## config.mk

```make
export PLATFORM = sky130hd
export DESIGN_NAME = lfsr_scan_ctrl
export DESIGN_NICKNAME = d
export VERILOG_FILES = /design/src/rtl/lfsr_scan_ctrl.sv
export SDC_FILE = /design/constraint.sdc
export NUM_CORES = 1
export LEC_CHECK = 0
export CORE_AREA = 2 2 258 260
export CTS_CLUSTER_SIZE = 14
export DETAILED_ROUTE_END_ITERATION = 8
export DIE_AREA = 0 0 260 262
export PLACE_DENSITY = 0.49
export RECOVER_POWER = 100
export SYNTH_ARGS = -nofsm -noshare
export SYNTH_HDL_FRONTEND = slang
export SYNTH_SLANG_ARGS = --single-unit
export TNS_END_PERCENT = 1
```

## constraint.sdc

```tcl
create_clock -name clk -period 4.1 [get_ports clk]
set_clock_uncertainty 0.05 [all_clocks]
set_input_delay 0.41 -clock clk [delete_from_list [all_inputs] [get_ports clk]]
set_output_delay 0.41 -clock clk [all_outputs]
set_load 0.01 [all_outputs]
```

## src/rtl/lfsr_scan_ctrl.sv

```systemverilog
// lfsr_scan_ctrl: steps a shared PRBS/LFSR checker across the enabled lanes
// behind an N:1 mux. For each lane it selects the lane, lets the checker
// train, snapshots the checker's free-running counters, waits out the
// measurement window and reports end-minus-base deltas as one result record.
//
// Handshake: start_i is a single-cycle request, accepted only when the
// controller is idle and abort_i is low. done_o is a single-cycle pulse
// marking the end of a scan, whether it completed or was aborted.
// res_valid_o is a single-cycle strobe that qualifies res_* in that cycle.
// There is no backpressure on either result or done.
module lfsr_scan_ctrl #(
  parameter int LANES         = 4,
  parameter int LANE_BITS     = 2,
  parameter int STAT_WIDTH    = 32,
  parameter int WIN_WIDTH     = 24,
  parameter int SETTLE_CYCLES = 64,
  parameter int GAP_CYCLES    = 2
) (
  input  logic                  clk,
  input  logic                  rst,
  input  logic                  start_i,
  input  logic                  abort_i,
  input  logic [LANES-1:0]      lane_mask_i,
  input  logic [WIN_WIDTH-1:0]  window_i,
  output logic                  busy_o,
  output logic                  done_o,
  output logic                  aborted_o,
  output logic [LANES-1:0]      pass_mask_o,
  output logic                  res_valid_o,
  output logic [LANE_BITS-1:0]  res_lane_o,
  output logic                  res_pass_o,
  output logic [STAT_WIDTH-1:0] res_ber_o,
  output logic [STAT_WIDTH-1:0] res_sync_o,
  output logic [STAT_WIDTH-1:0] res_lost_o,
  output logic                  chk_en_o,
  output logic [LANE_BITS-1:0]  chk_lane_o,
  input  logic [STAT_WIDTH-1:0] chk_ber_i,
  input  logic [STAT_WIDTH-1:0] chk_sync_i,
  input  logic [STAT_WIDTH-1:0] chk_lost_i,
  output logic [2:0]            dbg_state_o
);

  localparam logic [2:0] S_IDLE   = 3'd0;
  localparam logic [2:0] S_GAP    = 3'd1;
  localparam logic [2:0] S_SETTLE = 3'd2;
  localparam logic [2:0] S_SNAP   = 3'd3;
  localparam logic [2:0] S_RUN    = 3'd4;
  localparam logic [2:0] S_REPORT = 3'd5;
  localparam logic [2:0] S_NEXT   = 3'd6;

  // One down-counter serves GAP, SETTLE and RUN; wide enough for all three.
  localparam int CNT_W = (WIN_WIDTH > 16) ? WIN_WIDTH : 16;

  logic [2:0]            state_q, state_d;
  logic [CNT_W-1:0]      cnt_q, cnt_d;
  logic [LANES-1:0]      mask_q;
  logic [WIN_WIDTH-1:0]  win_q;
  logic [LANE_BITS-1:0]  lane_ptr_q;
  logic [STAT_WIDTH-1:0] base_ber_q, base_sync_q, base_lost_q;

  logic [LANE_BITS:0]    first_hit;   // {found, lane} over the incoming mask
  logic [LANE_BITS:0]    next_hit;    // {found, lane} above the current lane
  logic [LANE_BITS:0]    next_from;
  logic [STAT_WIDTH-1:0] ber_delta, sync_delta, lost_delta;
  logic                  delta_pass;
  logic                  abort_act;

  // Lowest set mask bit at or above 'from'; MSB of the result flags a hit.
  function automatic logic [LANE_BITS:0] find_lane(input logic [LANES-1:0] m,
                                                   input logic [LANE_BITS:0] from);
    logic [LANE_BITS:0] r;
    r = '0;
    for (int i = LANES - 1; i >= 0; i--) begin
      if (((LANE_BITS+1)'(i) >= from) && m[i]) begin
        r = {1'b1, LANE_BITS'(i)};
      end
    end
    return r;
  endfunction

  // Checker is enabled from SETTLE through REPORT, so it never sees a mux switch.
  function automatic logic en_state(input logic [2:0] s);
    return (s == S_SETTLE) || (s == S_SNAP) || (s == S_RUN) || (s == S_REPORT);
  endfunction

  assign dbg_state_o = state_q;
  assign abort_act   = abort_i && (state_q != S_IDLE);
  assign next_from   = {1'b0, lane_ptr_q} + {{LANE_BITS{1'b0}}, 1'b1};
  assign first_hit   = find_lane(lane_mask_i, '0);
  assign next_hit    = find_lane(mask_q, next_from);

  // Modular subtraction gives the right delta even when a counter wraps.
  assign ber_delta   = chk_ber_i  - base_ber_q;
  assign sync_delta  = chk_sync_i - base_sync_q;
  assign lost_delta  = chk_lost_i - base_lost_q;
  assign delta_pass  = ((ber_delta | sync_delta | lost_delta) == '0);

  // Next-state and phase counter.
  always_comb begin
    state_d = state_q;
    cnt_d   = cnt_q;
    case (state_q)
      S_IDLE: begin
        if (start_i && !abort_i && (lane_mask_i != '0)) begin
          state_d = S_GAP;
          cnt_d   = CNT_W'(GAP_CYCLES - 1);
        end
      end
      S_GAP: begin
        if (cnt_q == '0) begin
          state_d = S_SETTLE;
          cnt_d   = CNT_W'(SETTLE_CYCLES - 1);
        end else begin
          cnt_d = cnt_q - CNT_W'(1);
        end
      end
      S_SETTLE: begin
        if (cnt_q == '0) begin
          state_d = S_SNAP;
        end else begin
          cnt_d = cnt_q - CNT_W'(1);
        end
      end
      S_SNAP: begin
        state_d = S_RUN;
        cnt_d   = CNT_W'(win_q) - CNT_W'(1);
      end
      S_RUN: begin
        if (cnt_q == '0) begin
          state_d = S_REPORT;
        end else begin
          cnt_d = cnt_q - CNT_W'(1);
        end
      end
      S_REPORT: begin
        state_d = S_NEXT;
      end
      S_NEXT: begin
        if (next_hit[LANE_BITS]) begin
          state_d = S_GAP;
          cnt_d   = CNT_W'(GAP_CYCLES - 1);
        end else begin
          state_d = S_IDLE;
        end
      end
      default: begin
        state_d = S_IDLE;
      end
    endcase
    if (abort_act) begin
      state_d = S_IDLE;
    end
  end

  // State, registered outputs, snapshots and result records.
  always_ff @(posedge clk) begin
    if (rst) begin
      state_q     <= S_IDLE;
      cnt_q       <= '0;
      mask_q      <= '0;
      win_q       <= '0;
      lane_ptr_q  <= '0;
      base_ber_q  <= '0;
      base_sync_q <= '0;
      base_lost_q <= '0;
      busy_o      <= 1'b0;
      done_o      <= 1'b0;
      aborted_o   <= 1'b0;
      pass_mask_o <= '0;
      res_valid_o <= 1'b0;
      res_lane_o  <= '0;
      res_pass_o  <= 1'b0;
      res_ber_o   <= '0;
      res_sync_o  <= '0;
      res_lost_o  <= '0;
      chk_en_o    <= 1'b0;
      chk_lane_o  <= '0;
    end else begin
      state_q     <= state_d;
      cnt_q       <= cnt_d;
      busy_o      <= (state_d != S_IDLE);
      chk_en_o    <= en_state(state_d);
      done_o      <= 1'b0;
      res_valid_o <= 1'b0;
      if (abort_act) begin
        done_o    <= 1'b1;
        aborted_o <= 1'b1;
      end else begin
        case (state_q)
          S_IDLE: begin
            if (start_i && !abort_i) begin
              mask_q      <= lane_mask_i;
              win_q       <= (window_i == '0) ? WIN_WIDTH'(1) : window_i;
              pass_mask_o <= '0;
              aborted_o   <= 1'b0;
              if (lane_mask_i == '0) begin
                done_o <= 1'b1;
              end else begin
                lane_ptr_q <= first_hit[LANE_BITS-1:0];
                chk_lane_o <= first_hit[LANE_BITS-1:0];
              end
            end
          end
          S_SNAP: begin
            base_ber_q  <= chk_ber_i;
            base_sync_q <= chk_sync_i;
            base_lost_q <= chk_lost_i;
          end
          S_REPORT: begin
            res_valid_o             <= 1'b1;
            res_lane_o              <= lane_ptr_q;
            res_pass_o              <= delta_pass;
            res_ber_o               <= ber_delta;
            res_sync_o              <= sync_delta;
            res_lost_o              <= lost_delta;
            pass_mask_o[lane_ptr_q] <= delta_pass;
          end
          S_NEXT: begin
            if (next_hit[LANE_BITS]) begin
              lane_ptr_q <= next_hit[LANE_BITS-1:0];
              chk_lane_o <= next_hit[LANE_BITS-1:0];
            end else begin
              done_o <= 1'b1;
            end
          end
          default: begin
          end
        endcase
      end
    end
  end

endmodule

```

==> qor.yml, run 1 <==
fillerInstances: 7006
dpl.cell_count: 3341
stdcell_count: 3403
syn_avg_cell_area_um2: 7.23
antenna_found_initial: 1
netlist.area_leader.share_pct: 32.1
cts_hold_buf: 0
end_kind: "flop"
whs_path_depth: 2
viasPerCell: 5.00
rrSetupSlack_ns: 0.27
setup_viol: 0
cts.path.max_buffers: 3
dieWidth_um: 260
dp_hpwl_um: 49600
cp_data_required_time_ns: 4.53
status: "complete, but fails checks"
slew_headroom_pct: -41.6
synth_top_cell_by_area: "dfxtp_1"
startpoint_type: "primary input"
num_vias: 17000
fmax_mhz: 254
area_delta_synth_final_pct: 30.9
hold_violations: 0
cap_violations: 3
ys.flop_type: "dfxtp_1"
final-max-slew-violation-count: 160
initial_core_util_pct: 24.9
worstHoldStart: "rst"
hold_end: "cnt_q[1]"
port-buffer-count: 240
reg2reg_to: "pass_mask_o[2]"
final_area_um2: 21300
placed_cell_area_um2: 20200
final_common_cell: "nand2_1"
synth_area_um2: 16200
wirelength_um: 64000
first_iter_violations: 1054
nNetsFinal: 2740
cp_max_fo: 5
ys_seq_elements: 260
drc_errors: 0
grt_pass1_wl_um: 98600
worstMarginPinSlew_ns: 2.12
ys.warnings.count: 0
dp_worst_setup_slack_ns: -0.424
crit_type: "primary input to flop"
layout_common_cells: "474 x nand2_1, 333 x a21oi_1, 260 x dfxtp_1"
synth_edf_count: 0
grt_remaining_overflow: 0
setup_ws_ns: 0.157
grt_pass1_vias: 16600
fin_setup_tns_ns: 0
synth-seq-area-share_pct: 32.1
row_count: 94
synth.area.top_cells: "dfxtp_1 32%, nand2_1 11%, a21oi_1 10%"
p_leak_nw: 7.73
synth_cell_types: 84
r2r_cells: 13
die_area_um2: 68100
violations: "capacitance limit, slew limit"
postRouteAntennaNets: 0
power.density_nw_per_um2: 341
cts.sinks: 260
io_pins: 241
period_minus_slack_ns: 3.94
drive_gt1_share_pct: 7.45
place_congestion: 0.888
crit_arrival_ns: 4.37
grt_max_degree: 206
numCtsBuffers: 35
core_area_um2: 65300
vdd_drop_max_mv: 0.199
insertion_delay_ns: 0.55
cts_tree: "yes"
htree_levels: 2
chipHeight_um: 262
post-route-util_pct: 32.6
wl_per_cell_um: 18.8
drtPass1Iterations: 7
post-route-period-util_pct: 96.2
synth_nets: 2472
timing.rr.start: "base_sync_q[0]"
root_buffer: "clkbuf_16"
grtUsageTotal_pct: 18.5
hold_path_class: "primary input to flop"
syn_inst: 2246
synthArstFlopShare_pct: 0
path_clk_slew_ns: 0.06
area by class of cell:
type | count | area (um^2) | area share, %
Antenna cell | 1 | 2.50 | 0.0118
Clock inverter | 14 | 143 | 0.671
Inverter | 124 | 465 | 2.19
Timing Repair Buffer | 354 | 3250 | 15.3
Tap cell | 864 | 1080 | 5.09
Multi-Input combinational cell | 1739 | 10100 | 47.6
Clock buffer | 47 | 1000 | 4.72
Sequential cell | 260 | 5200 | 24.5
repair_timing:
item / 4_1_cts / 5_1_grt
buffers inserted: 0 / 0
endpoints found under the setup margin: 0 / 5
gates resized for setup: 0 / 2
kinds of logic after synthesis:
logic type,Yosys count,synth area share [%]
adder cells (fa/ha/maj),98,7.69
buffers and inverters,247,5.86
flip-flops,260,32.1
multiplexers,5,0.308
XOR/XNOR,100,5.39
AO/OA/AOI/OAI,672,24.8
AND/OR/NAND/NOR,864,23.9
flip-flops by register name, summed over array words and instances, names as in the netlist:
name	flops
aborted_o	1
base_ber_q	32
base_lost_q	32
base_sync_q	32
busy_o	1
chk_en_o	1
cnt_q	24
dbg_state_o	3
done_o	1
lane_ptr_q	2
mask_q	3
pass_mask_o	4
res_ber_o	32
res_lane_o	2
res_lost_o	32
res_pass_o	1
res_sync_o	32
res_valid_o	1
win_q	24
worst max-delay path by stage:
stage	from	end	slack [ns]	cells past startpoint
after floorplan	chk_sync_i[0]	pass_mask_o[0]	0.50	13
after global routing	chk_sync_i[0]	pass_mask_o[3]	-0.01	15
after global placement	chk_sync_i[0]	pass_mask_o[2]	-0.40	15
final	chk_sync_i[0]	pass_mask_o[2]	0.16	15
after CTS	chk_sync_i[0]	pass_mask_o[2]	0.16	15
after detailed placement	chk_sync_i[0]	pass_mask_o[2]	-0.42	15
power by group:
| group | internal [mW] | switching, mW |
|---|---|---|
| logic | 0.618 | 0.917 |
| clock network | 1.85 | 1.24 |
| registers | 2.56 | 0.0436 |
| total | 5.03 | 2.21 |
worst max-delay path, stage by stage:
cell	delay, ns
clkdlybuf4s50_1	0.49
inv_1	0.05
ha_1	0.22
fa_1	0.40
nand2b_1	0.21
a211oi_2	0.28
buf_4	0.17
nor2b_2	0.05
xnor2_1	0.16
or3_1	0.34
or4_1	0.41
or4b_4	0.54
nor4b_4	0.37
nand4_1	0.14
o21ai_1	0.15
through the flow:
stage / hold slack [ns] / power (mW)
floorplan: 0.386 / 3.54
global placement: 0.393 / 4.19
detailed placement: 0.397 / 4.20
CTS: 0.115 / 7.34
global route: 0.143 / 7.56
finish: 0.134 / 7.24
Yosys cell counts, types with 8 or more instances:
cell type and count:
o21ai_1 9, nand2b_1 19, xor2_1 47, a21oi_1 333
o22ai_1 14, o21a_1 18, and2_1 8, o31ai_1 10
nor2_1 141, nand4_1 34, nand3_1 26, a22o_1 20
nor4_1 33, a211oi_1 27, or3_1 16, clkbuf_1 106
nor3_1 47, xnor2_1 53, and3_1 11, dfxtp_1 260
a21o_1 21, nor2b_1 20, inv_1 123, o21bai_1 14
ha_1 95, buf_1 11, a31oi_1 23, o21ai_0 100
nand2_1 474
routing by layer:
layer	global-route usage (%)	vias to the layer above	routed length (um)
li1	-	8394	-
met1	24.9	8100	29900
met2	30.6	465	29100
met3	2.92	68	3560
met4	4.87	0	1470
met5	0	-	0
Note: power is estimated with default switching activity, not from simulation.
==> run 2, diff against run 1 <==
CELL_PAD_IN_SITES_DETAIL_PLACEMENT = 1   (was not set)
CELL_PAD_IN_SITES_GLOBAL_PLACEMENT = 2   (was not set)
PLACE_DENSITY = 0.73   (was 0.49)
==> qor.yml, run 2 (synthesis results as in run 1) <==
status: "complete, but fails checks"
violations: "capacitance limit, slew limit"
stdcell_count: 3413  # +0.29%
hold_end: "base_lost_q[21]"
grt_pass1_vias: 17800  # +7.1%
post-route-period-util_pct: 94.6  # -1.6 points
die_area_um2: 68100  # unchanged
whs_path_depth: 2  # unchanged
numCtsBuffers: 34  # -2.9%
dp_hpwl_um: 54000  # +8.8%
path_buf_inv: 3  # unchanged
nNetsFinal: 2750  # +0.36%
cts.sinks: 260  # unchanged
cp_top_family: "simple AND/OR/NAND/NOR gates"
cp_data_required_time_ns: 4.52  # about the same
end_kind: "flop"
worstHoldStart: "rst"
power.density_nw_per_um2: 344  # +1.0%
wl_met3_um: 3430  # -3.7%
vdd_drop_max_mv: 0.180  # -9.7%
fin_setup_tns_ns: 0  # unchanged
drive_gt1_share_pct: 7.77  # +0.32 points
final_common_cell: "nand2_1"
r2r_cells: 13  # unchanged
final_area_um2: 21400  # +0.64%
place_congestion: 0.899  # +1.2%
placed_cell_area_um2: 20300  # +0.50%
total_power_mw: 7.36  # +1.7%
rrSetupSlack_ns: 0.32  # +0.05 ns
setup_viol: 0  # unchanged
cpPeakStageDelay_ns: 0.55  # about the same
crit_arrival_ns: 4.30  # -0.07 ns
root_buffer: "clkbuf_16"
timing.rr.start: "base_sync_q[0]"
routed.top_layer: "met4"
initial_core_util_pct: 24.9  # unchanged
first_iter_violations: 841  # -20%
cts.path.max_buffers: 3  # unchanged
crit_type: "primary input to flop"
wirelength_um: 68600  # +7.2%
fmax_mhz: 258  # +1.7%
htree_levels: 2  # unchanged
cts_hold_buf: 0  # unchanged
grt_max_degree: 184  # -11%
fillerInstances: 7898  # +13%
startpoint_type: "primary input"
hold_violations: 0  # unchanged
slew_headroom_pct: -61.1  # -20 points
antenna_found_initial: 1  # unchanged
insertion_delay_ns: 0.56  # about the same
num_vias: 17300  # +1.5%
wl_per_cell_um: 20.1  # +6.9%
p_leak_nw: 7.80  # +0.95%
crit_chain: "clkdlybuf4s50_1 -> inv_1 -> ha_1 -> fa_1 -> nand2b_1 -> a211oi_2 -> buf_4 -> nor2b_2 -> xnor2_1 -> or3_1 -> or4_1 -> or4b_4 -> nor4b_4 -> nand4_1 -> o21ai_1"
core_area_um2: 65300  # unchanged
viasPerCell: 5.06  # +1.2%
cp_max_fo: 5  # unchanged
path_clk_slew_ns: 0.06  # about the same
crit_slowest_cell: "or4b_4"
io_pins: 241  # unchanged
drc_errors: 0  # unchanged
postRouteAntennaNets: 0  # unchanged
hold_path_class: "primary input to flop"
dieWidth_um: 260  # unchanged
period_minus_slack_ns: 3.88  # -0.0641 ns
drtPass1Iterations: 5  # -2
row_count: 94  # unchanged
grt_pass1_wl_um: 106000  # +7.4%
wl_met2_um: 31900  # +9.5%
area_delta_synth_final_pct: 31.7
rsz0062_at_grt: "false"
reg2reg_to: "pass_mask_o[0]"
layout_common_cells: "474 x nand2_1, 333 x a21oi_1, 260 x dfxtp_1"
cap_violations: 1  # -2
dpl.cell_count: 3351  # +0.30%
port-buffer-count: 240  # unchanged
wl_met1_um: 31900  # +6.8%
final-max-slew-violation-count: 26  # -84%
grtUsageTotal_pct: 19.8  # +1.4 points
chipHeight_um: 262  # unchanged
cts_tree: "yes"
grt_remaining_overflow: 0  # unchanged
worstMarginPinSlew_ns: 2.41  # +0.284 ns
## run 2: worst max path at each step
stage	start	end	slack (ns)	depth (start not counted)
4_1_cts	chk_sync_i[0]	pass_mask_o[0]	0.10	16
2_1_floorplan	chk_sync_i[0]	pass_mask_o[0]	0.50	13
3_3_place_gp	chk_sync_i[0]	res_pass_o	-0.37	16
6_report	chk_sync_i[0]	pass_mask_o[0]	0.22	15
3_5_place_dp	chk_sync_i[0]	pass_mask_o[0]	-0.45	16
5_1_grt	dbg_state_o[1]	base_ber_q[21]	0.03	7
## run 2: layout make-up
cell class | instances | area, um^2 | area share (%)
diodes | 1 | 2.50 | 0.0117
inverters | 124 | 465 | 2.18
repair buffers | 365 | 3330 | 15.6
clock inverters | 13 | 175 | 0.819
flip-flops and latches | 260 | 5200 | 24.3
clock buffers | 47 | 991 | 4.63
well taps | 864 | 1080 | 5.05
multi-input cells | 1739 | 10100 | 47.4
## run 2: where the power goes
group / switching [mW] / total (mW) / internal [mW]
registers: 0.0443 / 2.61 / 2.56
clock network: 1.23 / 3.17 / 1.94
logic: 0.959 / 1.58 / 0.624
total: 2.23 / 7.36 / 5.13
## run 2: repair_timing
action                                  CTS  global route
endpoints found under the setup margin    0             5
buffers inserted                          0             1
resized for setup                         0             7
## run 2: metal layers
metal	track usage, %	vias to the layer above
met4	5.04	0
met2	33.3	354
met5	0	-
met1	26.5	8437
met3	3.12	74
li1	-	8409
## run 2: metrics by stage
| stage | setup slack [ns] | utilization [%] | hold slack, ns |
|---|---|---|---|
| 6_report | 0.221 | 32.8 | 0.199 |
| 2_1_floorplan | 0.504 | - | 0.386 |
| 3_5_place_dp | -0.451 | 31.0 | 0.397 |
| 4_1_cts | 0.102 | 32.8 | 0.171 |
| 3_3_place_gp | -0.366 | 31.0 | 0.391 |
| 5_1_grt | 0.0291 | 32.8 | 0.195 |
